`src/rtl/bus_rr_scheduler.sv`:
```
// Round-robin scheduler for a shared packet bus between drvrs devices.
// Each packet takes a fixed four cycles: IDLE (arbitrate), POP (strobe and
// capture the head word), ROUTE (decode the destination byte), PUSH (deliver).
// Invalid destinations are dropped from ROUTE straight back to IDLE.
// All outputs come straight from registers.
module bus_rr_scheduler #(
  parameter int          drvrs     = 4,
  parameter int          pckg_sz   = 16,
  parameter logic [7:0]  broadcast = 8'hFF
) (
  input  logic                       clk,
  input  logic                       reset,
  input  logic [drvrs-1:0]           pndng,
  input  logic [drvrs*pckg_sz-1:0]   D_pop,
  output logic [drvrs-1:0]           pop,
  output logic [drvrs-1:0]           push,
  output logic [pckg_sz-1:0]         D_push,
  output logic                       busy,
  output logic                       drop_err,
  output logic [15:0]                trans_cnt
);

  localparam int GW = (drvrs > 1) ? $clog2(drvrs) : 1;

  typedef logic [GW-1:0] idx_t;

  typedef enum logic [1:0] {
    S_IDLE  = 2'd0,
    S_POP   = 2'd1,
    S_ROUTE = 2'd2,
    S_PUSH  = 2'd3
  } state_t;

  // One-hot decode of a device index, built bit by bit so that index codes
  // above drvrs-1 can never address a bit outside the vector.
  function automatic logic [drvrs-1:0] onehot(input idx_t i);
    logic [drvrs-1:0] m;
    for (int k = 0; k < drvrs; k++) begin
      m[k] = (idx_t'(k) == i);
    end
    return m;
  endfunction

  // First requester found searching upward from last+1 with wrap-around.
  // The caller only uses the result when at least one request is set.
  function automatic idx_t rr_pick(input logic [drvrs-1:0] req, input idx_t last);
    idx_t pick;
    logic found;
    int   cand;
    pick  = last;
    found = 1'b0;
    for (int k = 1; k <= drvrs; k++) begin
      cand = int'(last) + k;
      if (cand >= drvrs) begin
        cand = cand - drvrs;
      end else begin
        cand = cand;
      end
      if (!found && req[idx_t'(cand)]) begin
        pick  = idx_t'(cand);
        found = 1'b1;
      end else begin
        found = found;
      end
    end
    return pick;
  endfunction

  // Saturating packet counter increment.
  function automatic logic [15:0] sat_inc(input logic [15:0] v);
    return (v == 16'hFFFF) ? v : v + 16'd1;
  endfunction

  state_t               state_q, state_d;
  idx_t                 grant_q, grant_d;   // doubles as last_grant
  logic [pckg_sz-1:0]   pkt_q, pkt_d;
  logic [drvrs-1:0]     pop_q, pop_d;
  logic [drvrs-1:0]     push_q, push_d;
  logic [pckg_sz-1:0]   d_push_q, d_push_d;
  logic                 busy_q, busy_d;
  logic                 drop_q, drop_d;
  logic [15:0]          cnt_q, cnt_d;

  idx_t                 pick_s;
  logic [pckg_sz-1:0]   sel_s;
  logic [7:0]           dest_s;

  assign pick_s = rr_pick(pndng, grant_q);
  assign dest_s = pkt_q[pckg_sz-1 -: 8];

  // Head-of-FIFO word of the currently granted device.
  always_comb begin
    sel_s = '0;
    for (int i = 0; i < drvrs; i++) begin
      if (grant_q == idx_t'(i)) begin
        sel_s = D_pop[i*pckg_sz +: pckg_sz];
      end else begin
        sel_s = sel_s;
      end
    end
  end

  // Next-state and registered-output values for the four-phase packet FSM.
  always_comb begin
    state_d  = state_q;
    grant_d  = grant_q;
    pkt_d    = pkt_q;
    pop_d    = '0;
    push_d   = '0;
    d_push_d = d_push_q;
    drop_d   = 1'b0;
    cnt_d    = cnt_q;
    case (state_q)
      S_IDLE: begin
        if (|pndng) begin
          grant_d = pick_s;
          pop_d   = onehot(pick_s);
          state_d = S_POP;
        end else begin
          state_d = S_IDLE;
        end
      end
      S_POP: begin
        pkt_d   = sel_s;
        state_d = S_ROUTE;
      end
      S_ROUTE: begin
        if (dest_s == broadcast) begin
          push_d   = ~onehot(grant_q);
          d_push_d = pkt_q;
          cnt_d    = sat_inc(cnt_q);
          state_d  = S_PUSH;
        end else if (int'(dest_s) < drvrs) begin
          push_d   = onehot(idx_t'(dest_s));
          d_push_d = pkt_q;
          cnt_d    = sat_inc(cnt_q);
          state_d  = S_PUSH;
        end else begin
          drop_d  = 1'b1;
          state_d = S_IDLE;
        end
      end
      S_PUSH: begin
        state_d = S_IDLE;
      end
      default: begin
        state_d = S_IDLE;
      end
    endcase
    busy_d = (state_d != S_IDLE);
  end

  // State and output registers; reset discards any in-flight packet.
  always_ff @(posedge clk or posedge reset) begin
    if (reset) begin
      state_q  <= S_IDLE;
      grant_q  <= idx_t'(drvrs - 1);
      pkt_q    <= '0;
      pop_q    <= '0;
      push_q   <= '0;
      d_push_q <= '0;
      busy_q   <= 1'b0;
      drop_q   <= 1'b0;
      cnt_q    <= 16'd0;
    end else begin
      state_q  <= state_d;
      grant_q  <= grant_d;
      pkt_q    <= pkt_d;
      pop_q    <= pop_d;
      push_q   <= push_d;
      d_push_q <= d_push_d;
      busy_q   <= busy_d;
      drop_q   <= drop_d;
      cnt_q    <= cnt_d;
    end
  end

  assign pop       = pop_q;
  assign push      = push_q;
  assign D_push    = d_push_q;
  assign busy      = busy_q;
  assign drop_err  = drop_q;
  assign trans_cnt = cnt_q;

endmodule

```
`config.mk`:
```
export PLATFORM = sky130hd
export DESIGN_NAME = bus_rr_scheduler
export DESIGN_NICKNAME = d
export VERILOG_FILES = /design/src/rtl/bus_rr_scheduler.sv
export SDC_FILE = /design/constraint.sdc
export NUM_CORES = 1
export LEC_CHECK = 0
export ABC_AREA = 0
export CORE_MARGIN = 3
export CORE_UTILIZATION = 44
export CTS_BUF_LIST = sky130_fd_sc_hd__clkbuf_2 sky130_fd_sc_hd__clkbuf_4 sky130_fd_sc_hd__clkbuf_8
export CTS_CLUSTER_DIAMETER = 120
export DETAILED_ROUTE_END_ITERATION = 12
export GPL_ROUTABILITY_DRIVEN = 0
export PLACE_DENSITY_LB_ADDON = 0.2
export SLEW_MARGIN = 30
export SYNTH_ARGS = -nofsm -noshare
export SYNTH_HDL_FRONTEND = slang
export SYNTH_SLANG_ARGS = --single-unit
```
`constraint.sdc`:
```
create_clock -name clk -period 4.54 [get_ports clk]
set_clock_uncertainty 0.05 [all_clocks]
set_input_delay 0.454 -clock clk [delete_from_list [all_inputs] [get_ports clk]]
set_output_delay 0.454 -clock clk [all_outputs]
set_load 0.02 [all_outputs]
```
# After elaboration in Yosys (flattened, before gate mapping)
# Index checks and enable logic that the tools add are counted.
# op_classes
eq_ne,17
reduce_logical,15
addsub,9
bitwise_logic,1
magnitude_cmp,9
muxes,40
div,0
n_mul,0
n_shift,0
# op_table
operator,n
2-to-1 mux 16 bit,9
2-to-1 mux 2 bit,10
2-to-1 mux 4 bit,5
adder 16 x 1 -> 16 bit (second input constant),1
equality test 16 bit (second input constant),1
equality test 2 bit (first input constant),6
less-than comparator 2 x 3 -> 1 bit (second input constant),4
2-to-1 mux 1 bit,11
>= comparator 3 bit (second input constant),3
binary-select mux 1 bit (select 2 bit),4
equality test 2 bit (second input constant),4
equality test 8 bit (second input constant),1
zero test 2 bit,4
less-than comparator 8 x 3 -> 1 bit (second input constant),1
one-hot mux 2 bit (4 select lines),1
subtractor 2 x 1 -> 2 bit (second input constant),4
adder 2 x 2 -> 3 bit (second input constant),2
equality test 1 x 2 -> 1 bit (first input constant),3
adder 2 x 3 -> 4 bit (second input constant),1
equality test 2 x 1 -> 1 bit (second input constant),2
>= comparator 4 x 3 -> 1 bit (second input constant),1
inverter 4 bit,1
AND reduction 2 bit,2
nonzero test 2 bit,2
4 further kinds,8
# totals
wordCells,100
out_inout_bits,42
in_bits,70
latch_bits,0
register_bits,62
mem_count,0
mem_bits_rw,0
romBits,0

# Longest topological paths before layout
# Gate-level depths: netlist of run 1.
# logic_depth
depth_word,18
ltp_mapped,10
mapped_depth_nobuf,7

# Least setup slack after synthesis of run 1
# Ideal clock, no wire load.
# synth_timing
path_kind,reg-to-reg
startpoint,reg grant_q[0]
endpoint,reg pop_q[1] (netlist: pop[1])
setup_time_ns,0.088
setup_slack_ns,2.178
n_path_buf,2
arrival_time_ns,2.224
stages_incl_launch_ff,10
period_less_slack_ns,2.362
required_ns,4.402
cell_sequence,dfstp_2 > buf_2 > inv_1 > ha_1 > buf_2 > mux2i_1 > mux2_2 > nand2_1 > xnor2_1 > nor3b_1
# synth_between
elab_chain_len,18
word_cells_on_any_way,40
classes_between,8 x add/sub; 4 x order compare; 1 x eq/ne; 21 x mux; 6 x reduce/logical
# synth_rtl
item,line,rtl
"start, declared",75,"idx_t grant_q, grant_d;"
"start signal, assigned",157,grant_q <= idx_t'(drvrs - 1);
"start signal, assigned",167,grant_q <= grant_d;
adder 2 x 1 -> 3 bit,53,cand = int'(last) + k;
>= comparator 3 bit or subtractor 2 x 1 -> 2 bit (tied branches),"54, 55",
2-to-1 mux 2 bit,54,if (cand >= drvrs) begin
binary-select mux 1 bit (select 2 bit),59,if (!found && req[idx_t'(cand)]) begin
2-to-1 mux 1 bit (not written as such),59,
2-to-1 mux 1 bit,59,
zero test 1 bit,59,
logical AND 1 bit,59,
[... 3 more ...],--,
2-to-1 mux 1 bit,59,
zero test 1 bit,59,
logical AND 1 bit,59,
2-to-1 mux 2 bit (*),59,
equality test 1 x 2 -> 1 bit (*),39,m[k] = (idx_t'(k) == i);
2-to-1 mux 4 bit (*),115,if (|pndng) begin
2-to-1 mux 4 bit (*),113,case (state_q)
net pop_d[1],77,"logic [drvrs-1:0] pop_q, pop_d;"
"end signal, assigned",169,pop_q <= pop_d;
"end, declared",77,
# The timed path passes the listed nets; every way through them passes the cells marked *. The select of a mux whose other input is x is not followed.
# A chain may end at the register's enable or synchronous reset.

# Worst setup path after layout of run 1
# layout_timing
startpoint,reg grant_q[0]
endpoint,reg pop_q[2] (netlist: pop[2])
# layout_between
elab_chain_len,18
word_cells_on_any_way,40
classes_between,8 x add/sub; 4 x order compare; 1 x eq/ne; 21 x mux; 6 x reduce/logical
# layout_rtl
item,line
adder 2 x 1 -> 3 bit,53
>= comparator 3 bit or subtractor 2 x 1 -> 2 bit (tied branches),"54, 55"
2-to-1 mux 2 bit,54
binary-select mux 1 bit (select 2 bit),59
2-to-1 mux 1 bit (not written as such),59
2-to-1 mux 1 bit,59
zero test 1 bit,59
logical AND 1 bit,59
[... 3 more ...],--
2-to-1 mux 1 bit,59
zero test 1 bit,59
logical AND 1 bit,59
2-to-1 mux 2 bit (*),59
equality test 2 bit (*),39
2-to-1 mux 4 bit (*),115
2-to-1 mux 4 bit (*),113
net pop_d[2],77
# Marked as above.

==> summary.md, run 1 <==
| Metric | Value |
|---|---|
| Hold worst-path end | `D_push[3]$_DFFE_PP0P_` |
| Post-Layout Cell Count | `535` |
| Seq cells post-synth | `62` |
| Worst slew pin tran | `922 ps` |
| Chip height | `93.1 um` |
| Crit path launch type | `flop` |
| Clock group share of total power | `18.3%` |
| # clock sinks | `62` |
| DRC Markers | `0` |
| Sw Ratio | `37.6%` |
| Primary FF master, synth | `dfrtp_1` |
| Min-delay src | `D_push[3]$_DFFE_PP0P_` |
| Routed vias/inst | `5.23` |
| Unrepaired setup endpoints after global routing | `false` |
| Core Footprint | `0.00729 mm^2` |
| Wire per inst | `14.9 um` |
| Post-synth EDFFs | `0` |
| R2R Path Start | `grant_q[0]$_DFFE_PP1P_` |
| IO buf count | `111` |
| Share of the synthesized area in the top cell type | `45.0%` |
| R2r setup slk | `1920 ps` |
| Net Sw Power | `1.03 mW` |
| Highest Clock Rate | `382 MHz` |
| Post-CTS resize count | `0` |
| CTS Hold Bufs | `0` |
| Inserted Diodes | `0` |
| Path type of the worst min-delay path | `flop to flop` |
| Worst hold stages | `1` |
| Largest area contributor in the synthesized netlist | `dfrtp_1` |
| Seq/Total Area, Yosys | `46.6%` |
| Boundary Pins | `112` |
| Vias | `2798` |
| Net Count, Synth | `405` |
| CTS root buffer | `clkbuf_8` |
| Layout area overhead | `41.0%` |
| CTS tree | `built` |
| Die width | `93.1 um` |
| First-pass GRT wire length | `13200 um` |
| Largest net degree at the start of global routing | `63` |
| Max-Cap Viols | `0` |
| CP Class | `flop to flop` |
| CTS H-tree depth | `3` |
| Yosys cell types | `42` |
| R2R depth | `7` |
| Crit Path Max Fanout | `14` |
| Synth cell count leaders | `60 x dfrtp_1, 44 x nand2_1, 38 x mux2_2` |
| Top post-synthesis cells by area | `dfrtp_1 45%, mux2_2 13%, a21oi_1 5.6%` |
| Clk slew on worst S/H paths | `70 ps` |
| Pwr/cell area | `580 mW/mm^2` |
| DRT iter0 DRCs | `98` |
| Initial core utilization | `45.7%` |
| Mapped cell area | `0.00333 mm^2` |
| Setup bufs post-CTS | `0` |
| Worst Setup End Kind | `flop` |
| Pint | `1.70 mW` |
| Final hold vios | `0` |
| Minimum clock period | `2620 ps` |
| Slew headroom | `38.5%` |
| CP required | `4740 ps` |
| Sequential cell fraction of total power | `32.9%` |
| Post-layout power | `2.73 mW` |
| Status | `completed` |
| Total congestion overflow | `0` |
| Nets | `506` |
| All-Layer GR Usage | `19.3%` |
| # setup viols final | `0` |
| Most common cell in the netlist | `dfrtp_1` |
| Longest Clk Path Bufs | `2` |
| Setup_tns | `0 ps` |
| Leak | `1.93 nW` |
| Initial antenna violation count | `0` |
| Max-slew violation count | `0` |
| FP Rows | `31` |
| Worst path arrival time | `2820 ps` |
| Die area | `0.00866 mm^2` |
| Yosys Warn Count | `0` |
| TritonRoute pass-1 iters | `4` |
| Peak VDD IR | `0.000261 V` |
| Worst-Skew Late Latency | `330 ps` |
| Syn avg cell area | `10.1 um^2` |
| Post-Synthesis Cells | `330` |
| Post-detail-place hpwl | `5870 um` |
| Combinational group share of total power | `48.8%` |
| Fin crit share | `57.7%` |
| Placed cells | `519` |
| Fraction of layout cells with a size suffix above 1 | `14.9%` |
| CTS Buf Count | `9` |
| Filler cells | `605` |
| Reg-to-Reg End | `pop[2]$_DFF_PP0_` |
| Final WL | `7980 um` |
| Detail Route Antenna Nets | `0` |
| Synth async-reset ratio | `100%` |
| Vias in the first global route | `2732` |
[power by group through the flow]
stage	Clock, mW	Combinational, mW	Sequential (mW)
2_1_floorplan	0	0.827	0.967
5_1_grt	0.540	1.46	0.925
6_report	0.500	1.33	0.897
4_1_cts	0.510	1.34	0.897
3_5_place_dp	0	1.34	0.905
3_3_place_gp	0	1.30	0.898
[metrics by stage]
| step | setup WS [ps] | instance area (um^2) | util, % | hold slack, ps |
|---|---|---|---|---|
| 3_5_place_dp | 1960 | 4490 | 61.6 | 438 |
| 5_1_grt | 1650 | 4700 | 64.5 | 464 |
| 3_3_place_gp | 1930 | 4480 | 61.4 | 430 |
| 6_report | 1920 | 4700 | 64.5 | 457 |
| 4_1_cts | 1940 | 4700 | 64.4 | 460 |
| 2_1_floorplan | 2180 | 3330 | - | 424 |
[cells in the final DEF, fill, tap and decap left out, types with 3 or more instances in the layout]
| cell type | n |
|---|---|
| clkdlybuf4s50_1 | 111 |
| dfrtp_1 | 60 |
| nand2_1 | 44 |
| mux2_2 | 38 |
| a21oi_1 | 36 |
| o21ai_0 | 17 |
| nand3b_1 | 16 |
| xnor2_1 | 14 |
| nand3_1 | 13 |
| clkbuf_8 | 11 |
| nor2_1 | 9 |
| nand4_1 | 8 |
| and3_1 | 5 |
| inv_1 | 4 |
| nand2b_1 | 3 |
| nor2b_1 | 3 |
| mux2i_1 | 3 |
| ha_1 | 3 |
[metal layers]
layer  wire length, um  up-vias  GRT usage, %
li1                  -     1378             -
met1              3660     1326          24.9
met2              3810       84          31.6
met3               381       10          3.70
met4               136        0          8.67
met5                 0        -             0
[final cells by class]
type / count / area [um^2] / share of cell area, %
clock buffer: 13 / 166 / 3.54
clock inverter: 3 / 42.5 / 0.905
inverter: 5 / 18.8 / 0.399
multi-input combinational: 241 / 1680 / 35.7
sequential: 62 / 1550 / 33.0
tap: 99 / 124 / 2.63
timing repair buffer: 112 / 1120 / 23.8
[worst max-delay path, stage by stage, from the launching register on]
cell and delay [ps]:
dfstp_2 700, inv_1 180, ha_1 530, mux2i_1 280, mux2_2 200, nand3_1 70, a21oi_1 310, nor3b_1 220
[worst max-delay path by stage]
stage / endpoint / cells past startpoint / startpoint / slack (ps)
after global routing: pop[2]$_DFF_PP0_ / 7 / grant_q[0]$_DFFE_PP1P_ / 1650
after CTS: pop[2]$_DFF_PP0_ / 7 / grant_q[0]$_DFFE_PP1P_ / 1940
after detailed placement: pkt_q[9]$_DFFE_PP0N_ / 6 / grant_q[0]$_DFFE_PP1P_ / 1960
after floorplan: pop[1]$_DFF_PP0_ / 9 / grant_q[0]$_DFFE_PP1P_ / 2180
after global placement: trans_cnt[1]$_DFFE_PP0P_ / 5 / pkt_q[8]$_DFFE_PP0N_ / 1930
final: pop[2]$_DFF_PP0_ / 7 / grant_q[0]$_DFFE_PP1P_ / 1920
[cells by family (layout without fill, tap and decap cells)]
kind of cell | after synthesis | in the layout | synth area share, %
simple gates | 113 | 113 | 17.7
compound gates | 66 | 66 | 11.5
flops | 62 | 62 | 46.6
mux | 43 | 43 | 15.1
buf+inv | 27 | 133 | 3.56
xor+xnor | 14 | 14 | 3.68
fa+ha+maj | 5 | 5 | 1.88
[sequential cells by signal, summed over array words and instances (netlist names)]
signal / count
state_q: 2
trans_cnt: 16
busy: 1
drop_err: 1
pop: 4
D_push: 16
grant_q: 2
pkt_q: 16
push: 4
No activity file was read; power rests on OpenSTA's default activity.
==> run 2, diff against run 1 <==
clock period = 2.5 ns   (was 4.54 ns; I/O delays follow)
==> summary.md, run 2 (synthesis gave the netlist of run 1 again) <==
| Metric | Value |
|---|---|
| Max-Cap Viols | `0 (unchanged)` |
| All-Layer GR Usage | `19.0% (-0.36 points)` |
| FP Rows | `31 (unchanged)` |
| Routed vias/inst | `5.23 (about the same)` |
| R2r setup slk | `160 ps (-1770 ps)` |
| DRT iter0 DRCs | `109 (+11%)` |
| Reg-to-Reg End | `pop[2]$_DFF_PP0_` |
| Cell Chain, Critical Path | `inv_1 -> ha_2 -> mux2i_1 -> mux2_2 -> nand3_1 -> a21oi_1 -> nor3b_1` |
| Fraction of layout cells with a size suffix above 1 | `16.3% (+1.3 points)` |
| Setup_tns | `0 ps (unchanged)` |
| Final WL | `7960 um (-0.34%)` |
| Max-slew violation count | `0 (unchanged)` |
| Leak | `1.98 nW (+2.7%)` |
| Longest Clk Path Bufs | `2 (unchanged)` |
| Die area | `0.00866 mm^2 (unchanged)` |
| DRC Markers | `0 (unchanged)` |
| Initial core utilization | `45.7% (unchanged)` |
| Crit path launch type | `flop` |
| Fin crit share | `93.7% (+36 points)` |
| CP required | `2700 ps (-2040 ps)` |
| Post-detail-place hpwl | `5980 um (+1.9%)` |
| Chip height | `93.1 um (unchanged)` |
| R2R depth | `7 (unchanged)` |
| # clock sinks | `62 (unchanged)` |
| Met2 WL post-DR | `3800 um (-0.24%)` |
| Worst path max stage delay | `600 ps (-100 ps)` |
| # setup viols final | `0 (unchanged)` |
| Vias in the first global route | `2739 (+0.26%)` |
| Detail Route Antenna Nets | `0 (unchanged)` |
| Worst Setup End Kind | `flop` |
| TritonRoute pass-1 iters | `4 (unchanged)` |
| Peak VDD IR | `0.000625 V (+140%)` |
| Final hold slack | `240 ps (-216 ps)` |
| Worst path arrival time | `2540 ps (-280 ps)` |
| Highest Signal Layer | `met4` |
| R2R Path Start | `grant_q[1]$_DFFE_PP1P_` |
| CP Class | `flop to flop` |
| Met3 Wirelength | `452 um (+19%)` |
| Unrepaired setup endpoints after global routing | `false` |
| Status | `completed` |
| Nets | `513 (+1.4%)` |
| Leading cell types in the layout, fill and taps excluded | `111 x clkdlybuf4s50_1, 60 x dfrtp_1, 44 x nand2_1, 38 x mux2_2, 36 x a21oi_1` |
| Worst slew pin tran | `604 ps (-318 ps)` |
| Most common cell after layout, fill and taps aside | `clkdlybuf4s50_1` |
| Crit Path Max Fanout | `11 (-3)` |
| M1 wire length | `3580 um (-2.2%)` |
| Wire per inst | `14.7 um (-1.6%)` |
| Highest Clock Rate | `427 MHz (+12%)` |
| Boundary Pins | `112 (unchanged)` |
| CTS root buffer | `clkbuf_8` |
| Minimum clock period | `2340 ps (-275 ps)` |
| Vias | `2837 (+1.4%)` |
| Core Footprint | `0.00729 mm^2 (unchanged)` |
| DP Worst Slack | `146 ps (-1810 ps)` |
| CTS Buf Count | `9 (unchanged)` |
| CP max-delay cell | `dfstp_2` |
| First-pass GRT wire length | `13100 um (-1.2%)` |
| Clk slew on worst S/H paths | `70 ps (about the same)` |
| Initial antenna violation count | `0 (unchanged)` |
| Pwr/cell area | `1060 mW/mm^2 (+82%)` |
| Die width | `93.1 um (unchanged)` |
| CTS H-tree depth | `3 (unchanged)` |
| IO buf count | `111 (unchanged)` |
| Total congestion overflow | `0 (unchanged)` |
| Path type of the worst min-delay path | `input port to async pin` |
| CTS tree | `built` |
| Layout area overhead | `43.5%` |
| Setup bufs post-CTS | `0 (unchanged)` |
| Slew headroom | `59.7% (+21 points)` |
| Final worst slack | `157 ps (-1770 ps)` |
| Worst-Skew Late Latency | `340 ps (about the same)` |
| Inserted Diodes | `0 (unchanged)` |
| Largest net degree at the start of global routing | `37 (-41%)` |
| Final hold vios | `0 (unchanged)` |
run 2: where the power goes:
| group | switching, mW | internal [mW] | total [mW] |
|---|---|---|---|
| Combinational | 1.25 | 1.25 | 2.50 |
| Sequential | 0.239 | 1.35 | 1.59 |
| Clock | 0.368 | 0.608 | 0.976 |
| Total | 1.86 | 3.21 | 5.07 |
run 2: critical path: cells and delay by family, from the launching register on:
kind	cells	cell delay, ps
mux	2	450
fa+ha+maj	1	450
buf+inv	1	90
simple gates	2	300
compound gates	1	300
flops	1	600
run 2: what timing repair did:
action                                 in CTS  in global routing
setup endpoints to repair                   0                  2
endpoints found under the hold margin       0                  0
hold buffers                                0                  0
resized for setup                           0                  1
run 2: per-stage QoR:
| step | utilization, % | instances | power (mW) | area (um^2) |
|---|---|---|---|---|
| 2_1_floorplan | - | 330 | 3.26 | 3330 |
| 3_3_place_gp | 62.5 | 526 | 4.03 | 4560 |
| 3_5_place_dp | 62.5 | 526 | 4.12 | 4560 |
| 4_1_cts | 65.6 | 542 | 5.10 | 4780 |
| 5_1_grt | 65.6 | 542 | 5.44 | 4790 |
| 6_report | 65.6 | 542 | 5.07 | 4790 |
run 2: routing by layer:
layer | global-route usage [%] | up-vias
met5 | 0 | -
met1 | 26.0 | 1359
met4 | 5.37 | 0
li1 | - | 1385
met2 | 30.0 | 84
met3 | 4.59 | 9
run 2: worst max path at each step:
stage / startpoint / endpoint / slack [ps] / cells past startpoint
floorplan: grant_q[0]$_DFFE_PP1P_ / pop[1]$_DFF_PP0_ / 140 / 9
global route: grant_q[1]$_DFFE_PP1P_ / pop[1]$_DFF_PP0_ / 10 / 7
detailed placement: grant_q[1]$_DFFE_PP1P_ / pop[1]$_DFF_PP0_ / 150 / 7
global placement: grant_q[1]$_DFFE_PP1P_ / pkt_q[10]$_DFFE_PP0N_ / 230 / 5
finish: grant_q[1]$_DFFE_PP1P_ / pop[2]$_DFF_PP0_ / 160 / 7
CTS: grant_q[1]$_DFFE_PP1P_ / pop[1]$_DFF_PP0_ / 110 / 7
run 2: cell type report:
cell class,instances,area [um^2]
clock buffer,12,153
clock inverter,4,70.1
fill,661,2510
inverter,5,18.8
multi-input combinational,241,1670
sequential,62,1550
tap,99,124
timing repair buffer,119,1200
==> run 3, diff against run 2 <==
ABC_AREA = 1   (was 0)
SKIP_CTS_REPAIR_TIMING = 1   (was unset)
==> summary.md, run 3 <==
| Metric | Value |
|---|---|
| Leading cell types in the layout, fill and taps excluded | `111 x clkdlybuf4s50_1, 109 x nand2_1, 74 x nor2_1, 60 x dfrtp_1, 37 x nand3_1` |
| Vias in the first global route | `3198 (+17%)` |
| Peak VDD IR | `0.000478 V (-23%)` |
| Max-Cap Viols | `0 (unchanged)` |
| Synth async-reset ratio | `100% (unchanged)` |
| Final hold slack | `123 ps (-118 ps)` |
| Simple-gate share of the synthesized area | `29.2% (+12 points)` |
| Minimum clock period | `2150 ps (-198 ps)` |
| Worst slew pin tran | `642 ps (+38.1 ps)` |
| Mapped cell area | `0.00334 mm^2 (+0.15%)` |
| Highest Clock Rate | `466 MHz (+9.2%)` |
| Final WL | `8760 um (+10%)` |
| Net Count, Synth | `517 (+28%)` |
| Worst path max stage delay | `620 ps (+20 ps)` |
| Leak | `2.14 nW (+8.1%)` |
| CTS Buf Count | `9 (unchanged)` |
| Longest Clk Path Bufs | `2 (unchanged)` |
| FP Rows | `31 (unchanged)` |
| Top post-synthesis cells by area | `dfrtp_1 45%, nand2_1 12%, nor2_1 8.3%` |
| Post-synth EDFFs | `0 (unchanged)` |
| Largest area contributor in the synthesized netlist | `dfrtp_1` |
| Placed cells | `642 (+22%)` |
| Detail Route Antenna Nets | `0 (unchanged)` |
| Initial core utilization | `45.8% (+0.069 points)` |
| Worst-Skew Late Latency | `340 ps (about the same)` |
| R2R Path Start | `grant_q[0]$_DFFE_PP1P_` |
| Status | `completed` |
| TritonRoute pass-1 iters | `4 (unchanged)` |
| All-Layer GR Usage | `20.9% (+1.9 points)` |
| Chip height | `93.1 um (about the same)` |
| Largest family of logic cells by synthesized area | `simple AND/OR/NAND/NOR gates` |
| Largest net degree at the start of global routing | `50 (+35%)` |
| Post-synthesis xor/xnor area fraction | `3.41% (-0.27 points)` |
| Post-Layout Cell Count | `658 (+21%)` |
| Total congestion overflow | `0 (unchanged)` |
| Vias | `3342 (+18%)` |
| Crit Path Max Fanout | `28 (+17)` |
| Seq cells post-synth | `62 (unchanged)` |
| Fraction of layout cells with a size suffix above 1 | `5.72% (-11 points)` |
| DRT iter0 DRCs | `130 (+19%)` |
| Fin crit share | `85.8% (-7.9 points)` |
| Post-detail-place hpwl | `6660 um (+11%)` |
| CTS tree | `built` |
| Seq/Total Area, Yosys | `46.5% (-0.070 points)` |
| First-pass GRT wire length | `14400 um (+10%)` |
| Reg-to-Reg End | `pkt_q[9]$_DFFE_PP0N_` |
| Slew headroom | `57.2% (-2.5 points)` |
| Mux cell area share after synthesis | `0% (-15 points)` |
| CP required | `2710 ps (about the same)` |
| Unrepaired setup endpoints after global routing | `false` |
| R2R depth | `7 (unchanged)` |
| Boundary Pins | `112 (unchanged)` |
| Final hold vios | `0 (unchanged)` |
| Wire per inst | `13.3 um (-9.3%)` |
| Synth cell count leaders | `109 x nand2_1, 74 x nor2_1, 60 x dfrtp_1` |
| Adder-cell area share of the yosys netlist | `1.87% (-0.0028 points)` |
| Yosys cell types | `33 (-21%)` |
| # clock sinks | `62 (unchanged)` |
| Die area | `0.00867 mm^2 (+0.14%)` |
| Inserted Diodes | `0 (unchanged)` |
| # setup viols final | `0 (unchanged)` |
| Largest delay contributor family on the critical path | `flip-flops` |
| CP max-delay cell | `dfstp_2` |
| Most common cell after layout, fill and taps aside | `clkdlybuf4s50_1` |
| Nets | `629 (+23%)` |
| R2r setup slk | `350 ps (+200 ps)` |
| CTS root buffer | `clkbuf_8` |
| Setup_tns | `0 ps (unchanged)` |
| Synth Area in Compound Gates | `12.7% (+1.2 points)` |
| DRC Markers | `0 (unchanged)` |
| Layout area overhead | `42.7%` |
| Pwr/cell area | `992 mW/mm^2 (-6.2%)` |
| Initial antenna violation count | `0 (unchanged)` |
| Primary FF master, synth | `dfrtp_1` |
| Share of the synthesized area in the top cell type | `45.0% (-0.067 points)` |
| Worst Path Buf+Inv | `2 (+1)` |
| Yosys Warn Count | `0 (unchanged)` |
| Post-Synthesis Cells | `442 (+34%)` |
| Die width | `93.1 um (about the same)` |
| Path type of the worst min-delay path | `input port to async pin` |
| Crit path launch type | `flop` |
| Worst Setup End Kind | `flop` |
| Worst path arrival time | `2360 ps (-180 ps)` |
| IO buf count | `111 (unchanged)` |
| Routed vias/inst | `5.08 (-3.0%)` |
| Cell Chain, Critical Path | `inv_1 -> ha_1 -> inv_2 -> nor2_1 -> a31oi_1 -> nand2_1 -> a21oi_1` |
| Clk slew on worst S/H paths | `70 ps (about the same)` |
| CTS H-tree depth | `3 (unchanged)` |
| CP Class | `flop to flop` |
| Most common cell in the netlist | `nand2_1` |
| Max-slew violation count | `0 (unchanged)` |
| Syn avg cell area | `7.56 um^2 (-25%)` |
| Core Footprint | `0.00729 mm^2 (unchanged)` |
| Layout Utilization | `65.4% (-0.27 points)` |
## run 3: cell types whose count changed after synthesis, moves of 16 or more
cell      previous run  this run
nand2_1             44       109
nor2_1               9        74
mux2_2              38         0
inv_1                5        34
nand3_1             13        37
a21oi_1             37        19
nand3b_1            16         0
## run 3: stage by stage
| step | setup WS (ps) | total power, mW | area [um^2] |
|---|---|---|---|
| after floorplan | 608 | 3.07 | 3340 |
| after global placement | 462 | 3.77 | 4560 |
| after detailed placement | 396 | 3.85 | 4560 |
| after CTS | 376 | 4.75 | 4770 |
| after global routing | 155 | 5.11 | 4770 |
| final | 355 | 4.73 | 4770 |
## run 3: final cells by class
cell class,instances,area [um^2]
clock buffer,12,159
clock inverter,4,45.0
fill,675,2530
inverter,37,140
multi-input combinational,327,1580
sequential,62,1550
tap,99,124
timing repair buffer,117,1170
## run 3: cell families after synthesis
family,after synthesis
adders and majority gates,5
DFF,62
AOI/OAI and AO/OA,72
and+or+nand+nor,237
buffers and inverters,53
xor gates and xnor gates,13
## run 3: metal layers
| layer | track usage (%) | vias up | routed length [um] | part of all wire, % |
|---|---|---|---|---|
| li1 | - | 1677 | - | - |
| met3 | 6.03 | 8 | 643 | 7.3 |
| met1 | 25.5 | 1543 | 3730 | 43 |
| met2 | 34.9 | 114 | 4270 | 49 |
| met5 | 0 | - | 0 | 0 |
| met4 | 8.06 | 0 | 116 | 1.3 |
## run 3: worst reg2reg max path: cells and delay by family, from the launching register on
| family | cells | cell delay, ps |
|---|---|---|
| buffers and inverters | 2 | 520 |
| AO/OA/AOI/OAI | 2 | 370 |
| adder cells (fa/ha/maj) | 1 | 340 |
| AND/OR/NAND/NOR | 2 | 170 |
| flip-flops | 1 | 620 |
## run 3: worst max-delay path by stage
stage          cells after the start                    end  slack [ps]                   start
6_report                           7   pkt_q[9]$_DFFE_PP0N_         350  grant_q[0]$_DFFE_PP1P_
5_1_grt                           11       pop[0]$_DFF_PP0_         160  grant_q[0]$_DFFE_PP1P_
3_3_place_gp                       7   pkt_q[7]$_DFFE_PP0N_         460  grant_q[0]$_DFFE_PP1P_
3_5_place_dp                       6  pkt_q[10]$_DFFE_PP0N_         400  grant_q[0]$_DFFE_PP1P_
2_1_floorplan                     11       pop[0]$_DFF_PP0_         610  grant_q[0]$_DFFE_PP1P_
4_1_cts                            7   pkt_q[9]$_DFFE_PP0N_         380  grant_q[0]$_DFFE_PP1P_
## run 3: power breakdown
group / leakage (nW) / total [mW] / internal (mW) / switching, mW
combinational: 1.23 / 2.30 / 0.915 / 1.39
sequential: 0.808 / 1.53 / 1.33 / 0.199
clock: 0.110 / 0.896 / 0.521 / 0.375
total: 2.14 / 4.73 / 2.77 / 1.96
